==> src/rtl/lsu_pkg.sv <==
// Shared encodings, FSM state type and lane helpers for the load/store unit.
package lsu_pkg;

  localparam logic [1:0] SZ_BYTE = 2'b00;
  localparam logic [1:0] SZ_HALF = 2'b01;
  localparam logic [1:0] SZ_WORD = 2'b10;
  localparam logic [1:0] SZ_ILL  = 2'b11;

  typedef enum logic [1:0] {
    IDLE  = 2'b00,
    READ  = 2'b01,
    WRITE = 2'b10,
    RESP  = 2'b11
  } lsu_state_t;

  // Pick the addressed byte/half out of a word and sign- or zero-extend it.
  function automatic logic [31:0] extend_load(input logic [31:0] word,
                                              input logic [1:0]  ofs,
                                              input logic [1:0]  size,
                                              input logic        sgn);
    logic [7:0]  b;
    logic [15:0] h;
    logic [31:0] r;
    case (ofs)
      2'd0:    b = word[7:0];
      2'd1:    b = word[15:8];
      2'd2:    b = word[23:16];
      default: b = word[31:24];
    endcase
    h = ofs[1] ? word[31:16] : word[15:0];
    case (size)
      SZ_BYTE: r = {{24{sgn & b[7]}}, b};
      SZ_HALF: r = {{16{sgn & h[15]}}, h};
      default: r = word;
    endcase
    return r;
  endfunction

  // Overlay right-justified store data onto the old word, keeping other lanes.
  function automatic logic [31:0] merge_store(input logic [31:0] old,
                                              input logic [31:0] data,
                                              input logic [1:0]  ofs,
                                              input logic [1:0]  size);
    logic [31:0] r;
    r = old;
    case (size)
      SZ_BYTE: begin
        case (ofs)
          2'd0:    r[7:0]   = data[7:0];
          2'd1:    r[15:8]  = data[7:0];
          2'd2:    r[23:16] = data[7:0];
          default: r[31:24] = data[7:0];
        endcase
      end
      SZ_HALF: begin
        if (ofs[1]) r[31:16] = data[15:0];
        else        r[15:0]  = data[15:0];
      end
      default: r = data;
    endcase
    return r;
  endfunction

  // Illegal size, misalignment or word index beyond the attached memory.
  function automatic logic addr_error(input logic [31:0] addr,
                                      input logic [1:0]  size,
                                      input int unsigned mem_words);
    logic bad;
    case (size)
      SZ_BYTE: bad = 1'b0;
      SZ_HALF: bad = addr[0];
      SZ_WORD: bad = |addr[1:0];
      default: bad = 1'b1;
    endcase
    if ({2'b00, addr[31:2]} >= mem_words) bad = 1'b1;
    return bad;
  endfunction

endpackage

==> src/rtl/load_store_unit_if.sv <==
// Request/response handshake plus word-addressed memory port of the LSU.
interface load_store_unit_if;
  logic        req_valid;
  logic        req_ready;
  logic        req_write;
  logic [1:0]  req_size;
  logic        req_signed;
  logic [31:0] req_addr;
  logic [31:0] req_wdata;
  logic        resp_valid;
  logic        resp_ready;
  logic [31:0] resp_rdata;
  logic        resp_error;
  logic [31:0] mem_addr;
  logic [31:0] mem_wdata;
  logic        mem_write;
  logic [31:0] mem_rdata;

  // Environment side: pipeline requester and the memory.
  modport master (
    output req_valid, req_write, req_size, req_signed, req_addr, req_wdata,
    output resp_ready, mem_rdata,
    input  req_ready, resp_valid, resp_rdata, resp_error,
    input  mem_addr, mem_wdata, mem_write
  );

  // The load/store unit itself.
  modport slave (
    input  req_valid, req_write, req_size, req_signed, req_addr, req_wdata,
    input  resp_ready, mem_rdata,
    output req_ready, resp_valid, resp_rdata, resp_error,
    output mem_addr, mem_wdata, mem_write
  );
endinterface

==> src/rtl/lsu_lane_align.sv <==
// Combinational lane extraction for loads and lane merge for sub-word stores.
module lsu_lane_align
  import lsu_pkg::*;
(
  input  logic [31:0] rd_word_i,
  input  logic [1:0]  addr_lo_i,
  input  logic [1:0]  size_i,
  input  logic        signed_i,
  input  logic [31:0] st_data_i,
  output logic [31:0] ld_data_o,
  output logic [31:0] st_word_o
);

  // Both views are derived from the same freshly read word.
  always_comb begin
    ld_data_o = extend_load(rd_word_i, addr_lo_i, size_i, signed_i);
    st_word_o = merge_store(rd_word_i, st_data_i, addr_lo_i, size_i);
  end

endmodule

==> src/rtl/load_store_unit.sv <==
// Load/store unit: FSM and registers driving a word-addressed memory.
module load_store_unit
  import lsu_pkg::*;
#(
  parameter int unsigned MEM_WORDS = 256
) (
  input  logic              clk,
  input  logic              reset,
  load_store_unit_if.slave  bus
);

  lsu_state_t  state_q, state_d;
  logic        write_q, write_d;
  logic [1:0]  size_q, size_d;
  logic        signed_q, signed_d;
  logic [1:0]  addr_lo_q, addr_lo_d;
  logic [31:0] wdata_q, wdata_d;
  logic [31:0] mem_addr_q, mem_addr_d;
  logic [31:0] mem_wdata_q, mem_wdata_d;
  logic [31:0] rdata_q, rdata_d;
  logic        error_q, error_d;

  logic [31:0] ld_data;
  logic [31:0] st_word;
  logic        req_err;

  lsu_lane_align u_align (
    .rd_word_i (bus.mem_rdata),
    .addr_lo_i (addr_lo_q),
    .size_i    (size_q),
    .signed_i  (signed_q),
    .st_data_i (wdata_q),
    .ld_data_o (ld_data),
    .st_word_o (st_word)
  );

  assign req_err = addr_error(bus.req_addr, bus.req_size, MEM_WORDS);

  // Next-state and datapath updates for one transaction at a time.
  always_comb begin
    state_d     = state_q;
    write_d     = write_q;
    size_d      = size_q;
    signed_d    = signed_q;
    addr_lo_d   = addr_lo_q;
    wdata_d     = wdata_q;
    mem_addr_d  = mem_addr_q;
    mem_wdata_d = mem_wdata_q;
    rdata_d     = rdata_q;
    error_d     = error_q;
    case (state_q)
      IDLE: begin
        if (bus.req_valid) begin
          write_d    = bus.req_write;
          size_d     = bus.req_size;
          signed_d   = bus.req_signed;
          addr_lo_d  = bus.req_addr[1:0];
          wdata_d    = bus.req_wdata;
          mem_addr_d = {2'b00, bus.req_addr[31:2]};
          rdata_d    = '0;
          error_d    = req_err;
          if (req_err) begin
            state_d = RESP;
          end else if (bus.req_write && bus.req_size == SZ_WORD) begin
            // Whole-word stores need no read, so the word goes out directly.
            mem_wdata_d = bus.req_wdata;
            state_d     = WRITE;
          end else begin
            state_d = READ;
          end
        end
      end
      READ: begin
        if (write_q) begin
          mem_wdata_d = st_word;
          state_d     = WRITE;
        end else begin
          rdata_d = ld_data;
          state_d = RESP;
        end
      end
      WRITE: begin
        state_d = RESP;
      end
      default: begin
        if (bus.resp_ready) state_d = IDLE;
      end
    endcase
  end

  // State and datapath registers; reset abandons any transaction in flight.
  always_ff @(posedge clk or posedge reset) begin
    if (reset) begin
      state_q     <= IDLE;
      write_q     <= 1'b0;
      size_q      <= SZ_BYTE;
      signed_q    <= 1'b0;
      addr_lo_q   <= '0;
      wdata_q     <= '0;
      mem_addr_q  <= '0;
      mem_wdata_q <= '0;
      rdata_q     <= '0;
      error_q     <= 1'b0;
    end else begin
      state_q     <= state_d;
      write_q     <= write_d;
      size_q      <= size_d;
      signed_q    <= signed_d;
      addr_lo_q   <= addr_lo_d;
      wdata_q     <= wdata_d;
      mem_addr_q  <= mem_addr_d;
      mem_wdata_q <= mem_wdata_d;
      rdata_q     <= rdata_d;
      error_q     <= error_d;
    end
  end

  // Handshakes and the write strobe decode straight from state, so reset drops them at once.
  always_comb begin
    bus.req_ready  = (state_q == IDLE);
    bus.resp_valid = (state_q == RESP);
    bus.mem_write  = (state_q == WRITE);
    bus.resp_rdata = rdata_q;
    bus.resp_error = error_q;
    bus.mem_addr   = mem_addr_q;
    bus.mem_wdata  = mem_wdata_q;
  end

endmodule
==> src/flat_wrapper.sv <==
// flat-port wrapper written by rule: the top's interface ports become plain ports
module load_store_unit_flat import lsu_pkg::*;
#(
  parameter int unsigned MEM_WORDS = 256
)
  (clk, reset, bus_req_valid, bus_req_write, bus_req_size, bus_req_signed, bus_req_addr, bus_req_wdata, bus_resp_ready, bus_mem_rdata, bus_req_ready, bus_resp_valid, bus_resp_rdata, bus_resp_error, bus_mem_addr, bus_mem_wdata, bus_mem_write);
  load_store_unit_if bus_i ();
  input  logic clk;
  input  logic reset;
  input wire logic [$bits(bus_i.req_valid)-1:0] bus_req_valid;
  input wire logic [$bits(bus_i.req_write)-1:0] bus_req_write;
  input wire logic [$bits(bus_i.req_size)-1:0] bus_req_size;
  input wire logic [$bits(bus_i.req_signed)-1:0] bus_req_signed;
  input wire logic [$bits(bus_i.req_addr)-1:0] bus_req_addr;
  input wire logic [$bits(bus_i.req_wdata)-1:0] bus_req_wdata;
  input wire logic [$bits(bus_i.resp_ready)-1:0] bus_resp_ready;
  input wire logic [$bits(bus_i.mem_rdata)-1:0] bus_mem_rdata;
  output wire logic [$bits(bus_i.req_ready)-1:0] bus_req_ready;
  output wire logic [$bits(bus_i.resp_valid)-1:0] bus_resp_valid;
  output wire logic [$bits(bus_i.resp_rdata)-1:0] bus_resp_rdata;
  output wire logic [$bits(bus_i.resp_error)-1:0] bus_resp_error;
  output wire logic [$bits(bus_i.mem_addr)-1:0] bus_mem_addr;
  output wire logic [$bits(bus_i.mem_wdata)-1:0] bus_mem_wdata;
  output wire logic [$bits(bus_i.mem_write)-1:0] bus_mem_write;
  assign bus_i.req_valid = bus_req_valid;
  assign bus_i.req_write = bus_req_write;
  assign bus_i.req_size = bus_req_size;
  assign bus_i.req_signed = bus_req_signed;
  assign bus_i.req_addr = bus_req_addr;
  assign bus_i.req_wdata = bus_req_wdata;
  assign bus_i.resp_ready = bus_resp_ready;
  assign bus_i.mem_rdata = bus_mem_rdata;
  assign bus_req_ready = bus_i.req_ready;
  assign bus_resp_valid = bus_i.resp_valid;
  assign bus_resp_rdata = bus_i.resp_rdata;
  assign bus_resp_error = bus_i.resp_error;
  assign bus_mem_addr = bus_i.mem_addr;
  assign bus_mem_wdata = bus_i.mem_wdata;
  assign bus_mem_write = bus_i.mem_write;
  load_store_unit #(.MEM_WORDS(MEM_WORDS)) u_core (.clk(clk), .reset(reset), .bus(bus_i));
endmodule
==> config.mk <==
export PLATFORM = sky130hd
export DESIGN_NAME = load_store_unit_flat
export DESIGN_NICKNAME = d
export VERILOG_FILES = /design/src/rtl/lsu_pkg.sv /design/src/rtl/load_store_unit_if.sv /design/src/rtl/lsu_lane_align.sv /design/src/rtl/load_store_unit.sv /design/src/flat_wrapper.sv
export SDC_FILE = /design/constraint.sdc
export NUM_CORES = 1
export LEC_CHECK = 0
export CORE_AREA = 2 2 122 124
export CTS_BUF_LIST = sky130_fd_sc_hd__clkbuf_16
export DETAILED_ROUTE_END_ITERATION = 8
export DIE_AREA = 0 0 124 126
export PLACE_DENSITY = 0.84
export SYNTH_ARGS = -nofsm -noshare
export SYNTH_HDL_FRONTEND = slang
export SYNTH_SLANG_ARGS = --single-unit
==> constraint.sdc <==
create_clock -name clk -period 11.3 [get_ports clk]
set_clock_uncertainty 0.05 [all_clocks]
set_input_delay 2.825 -clock clk [delete_from_list [all_inputs] [get_ports clk]]
set_output_delay 2.825 -clock clk [all_outputs]
set_load 0.01 [all_outputs]
# Word-level counts from Yosys, hierarchy flattened
# Index checks and enable logic that the tools add are counted.
classes:
  addsub: 0
  n_mul: 0
  n_div: 0
  magnitude_cmp: 1
  eq_ne: 13
  shift: 0
  mux: 26
  bitwise: 2
  n_reduce_logical: 13
ops:
  columns: ["op", "count"]
  rows:
  - ["32-bit case mux with 2 select lines", 4]
  - ["32-bit two-way mux", 6]
  - ["16-bit two-way mux", 3]
  - ["8-bit two-way mux", 4]
  - ["30-bit by 9-bit greater-or-equal comparator with 1-bit output, second input constant", 1]
  - ["8-bit case mux with 3 select lines", 1]
  - ["2-bit by 1-bit equality test with 1-bit output, second input constant", 4]
  - ["2-bit equality test, second input constant", 4]
  - ["2-bit logical NOT", 4]
  - ["2-bit two-way mux", 4]
  - ["2-bit != test, second input constant", 3]
  - ["2-bit case mux with 3 select lines", 1]
  - ["5-bit AND reduction", 1]
  - ["2-bit by 1-bit != test with 1-bit output, second input constant", 2]
  - ["2-bit AND reduction", 2]
  - ["4-bit nonzero test", 1]
  - ["1-bit case mux with 3 select lines", 1]
  - ["3-bit AND reduction", 1]
  - ["3-bit OR reduction", 1]
  - ["1-bit AND", 2]
  - ["1-bit two-way mux", 2]
  - ["2-bit nonzero test", 1]
  - ["2-bit OR reduction", 1]
  - ["1-bit logical AND", 1]
totals:
  register_bits: 135
  latchBits: 0
  ramBits: 0
  mem_bits_ro: 0
  input_bits: 104
  elab_cells: 65
  mem_count: 0

# Longest topological paths before layout
logic_depth:
  ltp_word: 6
  mapped_depth: 9
  mapped_depth_nobuf: 7

# By module
# From an unflattened synthesis, not the netlist that was laid out.
unflattened:
  cells_unflattened: 679
  area_unflattened_um2: 7733.7
by_module_without_submodules:
  columns: ["mod", "n_inst", "cells_each", "area_per_inst_um2"]
  rows:
  - ["load_store_unit", 1, 429, 5820.6]
  - ["lsu_lane_align", 1, 250, 1913.1]

# Worst setup path after synthesis
# No wires, ideal clock.
synth_path:
  path_type: "in2reg"
  startpoint: "input port bus_req_addr[10]"
  endpoint: "register u_core.mem_wdata_q[0], in the netlist u_core.bus.mem_wdata[0]"
  arrival_time_ps: 4133
  slack_ps: 6992
  path_stages: 6
  path_cell_list: "nor4_2 > nand4_1 > nor3_2 > a31oi_2 > buf_6 > mux2_4"
synth_between:
  elab_chain_len: 4
synth_rtl:
  columns: ["element", "line_no", "rtl"]
  rows:
  - ["from (decl)", "flat_wrapper.sv:14", "input wire logic [$bits(bus_i.req_addr)-1:0] bus_req_addr;"]
  - ["30-bit by 9-bit greater-or-equal comparator with 1-bit output", "lsu_pkg.sv:75", "if ({2'b00, addr[31:2]} >= mem_words) bad = 1'b1;"]
  - ["1-bit two-way mux", "lsu_pkg.sv:75", null]
  - ["2-bit != test (no source line)", null, null]
  - ["5-bit AND reduction (no source line)", null, null]
  - ["to (signal assigned)", "load_store_unit.sv:112", "mem_wdata_q <= mem_wdata_d;"]
  - ["to (decl)", "load_store_unit.sv:19", "logic [31:0] mem_wdata_q, mem_wdata_d;"]
# Every way passes these cells.
# A chain may end at the register's enable or synchronous reset.

# Worst setup path in the final report
layout_path:
  startpoint: "input port bus_req_addr[25]"
  endpoint: "register u_core.mem_wdata_q[28], in the netlist u_core.bus.mem_wdata[28]"
# The elaborated chain is that of the path after synthesis.

==> summary.txt <==
Pwr
  • Clock power share: roughly 18%
  • Peak VDD IR: about 0.15 mV
  • Power Dens Cells: slightly below 300 mW/mm2
  • Flop pwr share: a little under a third
  • Combinational Power Share: between 50% and 60%
  • P_int: between 1.5 and 2 mW
  • Sw Share: between 30% and 40%
  • P_leak: between 4 and 5 nW
  • Total power: roughly 2.9 mW
  • Net switching power: 1.06 mW

Synth
  • Post-synthesis mux area share: between 20% and 30%
  • Largest family of logic cells by synthesized area: multiplexers
  • Synth Flop Type: dfrtp_1
  • Synth warn: 0
  • Post-synth top area share: 46.4%
  • Top-count cell post-synth: dfrtp_1
  • Post-synth top area cell: dfrtp_1
  • Post-synthesis compound-gate area fraction: approximately an eighth
  • Sequential share of the synthesized area: roughly 46%
  • Post-synthesis simple-gate area fraction: 9.15%
  • Synth cell types: 42
  • Adder and majority gate portion of the synthesized area: less than 1%
  • Mapped cell area: around 0.0073 mm2
  • Number of flops mapped to enable cells by yosys: 0
  • Seq cells post-synth: ~140
  • Synth area leaders: dfrtp_1 46%, mux2_2 15%, mux2_4 6.2%
  • Post-Syn Area per Cell: around 11 um2
  • Synth cell count leaders: 135 x dfrtp_1, 94 x mux2_2, 46 x nor2_1
  • Post-synthesis xor/xnor area fraction: 0%
  • Syn Inst Count: around 640
  • Async SR Flop Fraction: between 90% and 100%

Final layout
  • Post-Layout Cell Count: roughly 1000
  • Layout cells sized above 1: 20.6%
  • Nets: roughly 900
  • Syn-to-layout area delta: 35.9%
  • Final Util: 69.2%
  • # diodes: 0

Timing
  • Clock period minus worst slack: just under 5000 ps
  • Fin crit share: between 40% and 50%
  • Hold slack final: 428 ps
  • Final setup fails: 0
  • Setup TNS: 0 ps
  • Fin. Hold Viols: 0
  • Worst Max-Slew Pin Slew: ~1200 ps
  • Achievable frequency: a little over 0.2 GHz
  • Max-slew headroom: 19.8%
  • Max Slew Vio Count: 0
  • RSZ-0062 raised after global routing: false

CTS
  • Cts hold-fix bufs: 0
  • CTS Root Cell: clkbuf_16
  • Num Clock Sinks: 135
  • PostCTS Resize Cnt: 0
  • H-tree Lvls: 4
  • Clock Latency Late Sink: about 420 ps
  • Post-CTS setup buffers: 0
  • TritonCTS clock tree: done
  • TritonCTS buffer count: 17
  • Clock Path Buffers: 2
  • Clk pin slew, worst setup/hold paths: about 60 ps

Floorplanning
  • Total core area: 0.0143 mm2
  • # rows: 44
  • Die Span Y: 126 um
  • Die ar.: between 0.015 and 0.02 mm2
  • I/O pins: around 200
  • DIE WIDTH: between 100 and 150 um
  • Starting density of the core: roughly half

Place
  • Detailed Place HPWL: roughly 15000 um
  • GP Congestion: approximately 0.83
  • Dpl cells: slightly below 1000
  • PortBufs: around 200

Job
  • MaxCap Viol Count: 0

Setup path
  • Setup crit start kind: input pin
  • Crit Path Max Fanout: 22
  • Critical path class: input pin to register
  • Worst Path Required: about 12000 ps
  • Critical Path Sink Type: register
  • Worst EP arrival: ~5200 ps

Routing
  • DRT Pass-1 Iters: 9
  • WL final: ~21000 um
  • DR DRC count: 13
  • 1st-iter DRT viols: 610
  • Post-DR vias/cell: a little under 6
  • ANT nets after route: 0
  • Vias: 5931
  • Routed length per instance: roughly 21 um

Worst hold path
  • HP Class: register to register

Global route
  • Vias in the first global route: 6054
  • First-pass GRT wire length: ~32000 um
  • GRT overflow: 0
  • Pin count of the biggest net entering global routing: 81
  • Total global-route track usage: between 20% and 30%
  • Initial antenna violation count: 0

Outcome
  • Failing checks: DRC
  • Status: finished, violations left
-- critical path, cell delays in order --
cell and delay, ps:
clkdlybuf4s50_1 450, nor4_2 320, nand4_1 200, nor3_2 360, a31oi_4 300, buf_4 350, mux2_4 340
-- power by group through the flow --
stage               Clock [mW]  Sequential (mW)  Combinational, mW
finish                   0.518            0.895               1.47
global route             0.543            0.918               1.58
CTS                      0.523            0.890               1.47
detailed placement           0            0.892               1.46
global placement             0            0.883               1.42
floorplan                    0            0.899              0.895
-- kinds of logic after synthesis --
kind of cell               count (synthesis)
adders and majority gates                  4
DFF                                      135
AOI/OAI and AO/OA                        141
and+or+nand+nor                          125
buffers and inverters                     74
muxes                                    159
other                                      1
-- metal layers --
metal	share of wire (%)	global-route usage (%)	vias up
met3	8.4	7.88	37
met2	49	44.9	269
met4	2.3	8.92	0
li1	-	-	2677
met1	41	34.9	2948
met5	0	0	-
-- placed cells by master (no fill, tap or decap), types with 3 or more instances in the layout --
master	n
a221oi_1	9
mux2_2	94
mux2_1	16
clkbuf_16	17
mux2_4	30
inv_1	24
nor2b_1	3
nor3b_1	7
o22ai_1	7
clkinv_1	4
dfrtp_1	133
clkinv_2	4
a222oi_1	16
nand3b_1	9
clkdlybuf4s50_1	201
buf_4	8
a22oi_1	8
nor4_2	4
a21oi_1	41
o21ai_0	18
nand2_1	21
nand2b_1	28
a31oi_1	11
ha_1	3
a21o_1	8
mux2i_1	19
nor2_1	46
a22o_1	17
-- cell type report --
class	count	area, um2
clock buffers	17	425
flip-flops and latches	135	3380
repair buffers	209	2070
fillers	1022	4410
multi-input cells	431	3590
well taps	184	230
clock inverters	14	119
inverters	23	88.8
-- final timing paths --
kind	depth (start not counted)	slack [ps]	startpoint	end
min in group asynchronous	2	2940	reset	u_core.bus.mem_addr[25]
worst max-delay path	7	6370	bus_req_addr[25]	u_core.bus.mem_wdata[28]
worst min-delay path	1	430	u_core.bus.resp_rdata[9]	u_core.bus.resp_rdata[9]
worst max register to register	6	7830	u_core.state_q[1]	u_core.bus.resp_rdata[29]
worst min register to register	1	430	u_core.bus.resp_rdata[9]	u_core.bus.resp_rdata[9]
max in group asynchronous	3	6920	reset	u_core.addr_lo_q[1]
-- flip-flops by register name (all words and copies together), names as in the netlist --
| register | cells |
|---|---|
| u_core.bus.resp_rdata | 32 |
| u_core.write_q | 1 |
| u_core.addr_lo_q | 2 |
| u_core.state_q | 2 |
| u_core.signed_q | 1 |
| u_core.bus.mem_wdata | 32 |
| u_core.wdata_q | 32 |
| u_core.bus.mem_addr | 30 |
| u_core.bus.resp_error | 1 |
| u_core.size_q | 2 |
-- through the flow --
stage	area, um2	worst slack (ps)
floorplan	7290	4810
global placement	9360	6010
detailed placement	9360	5940
CTS	9910	6350
global route	9910	6280
finish	9910	6370
No activity file was read; power rests on OpenSTA's default activity.
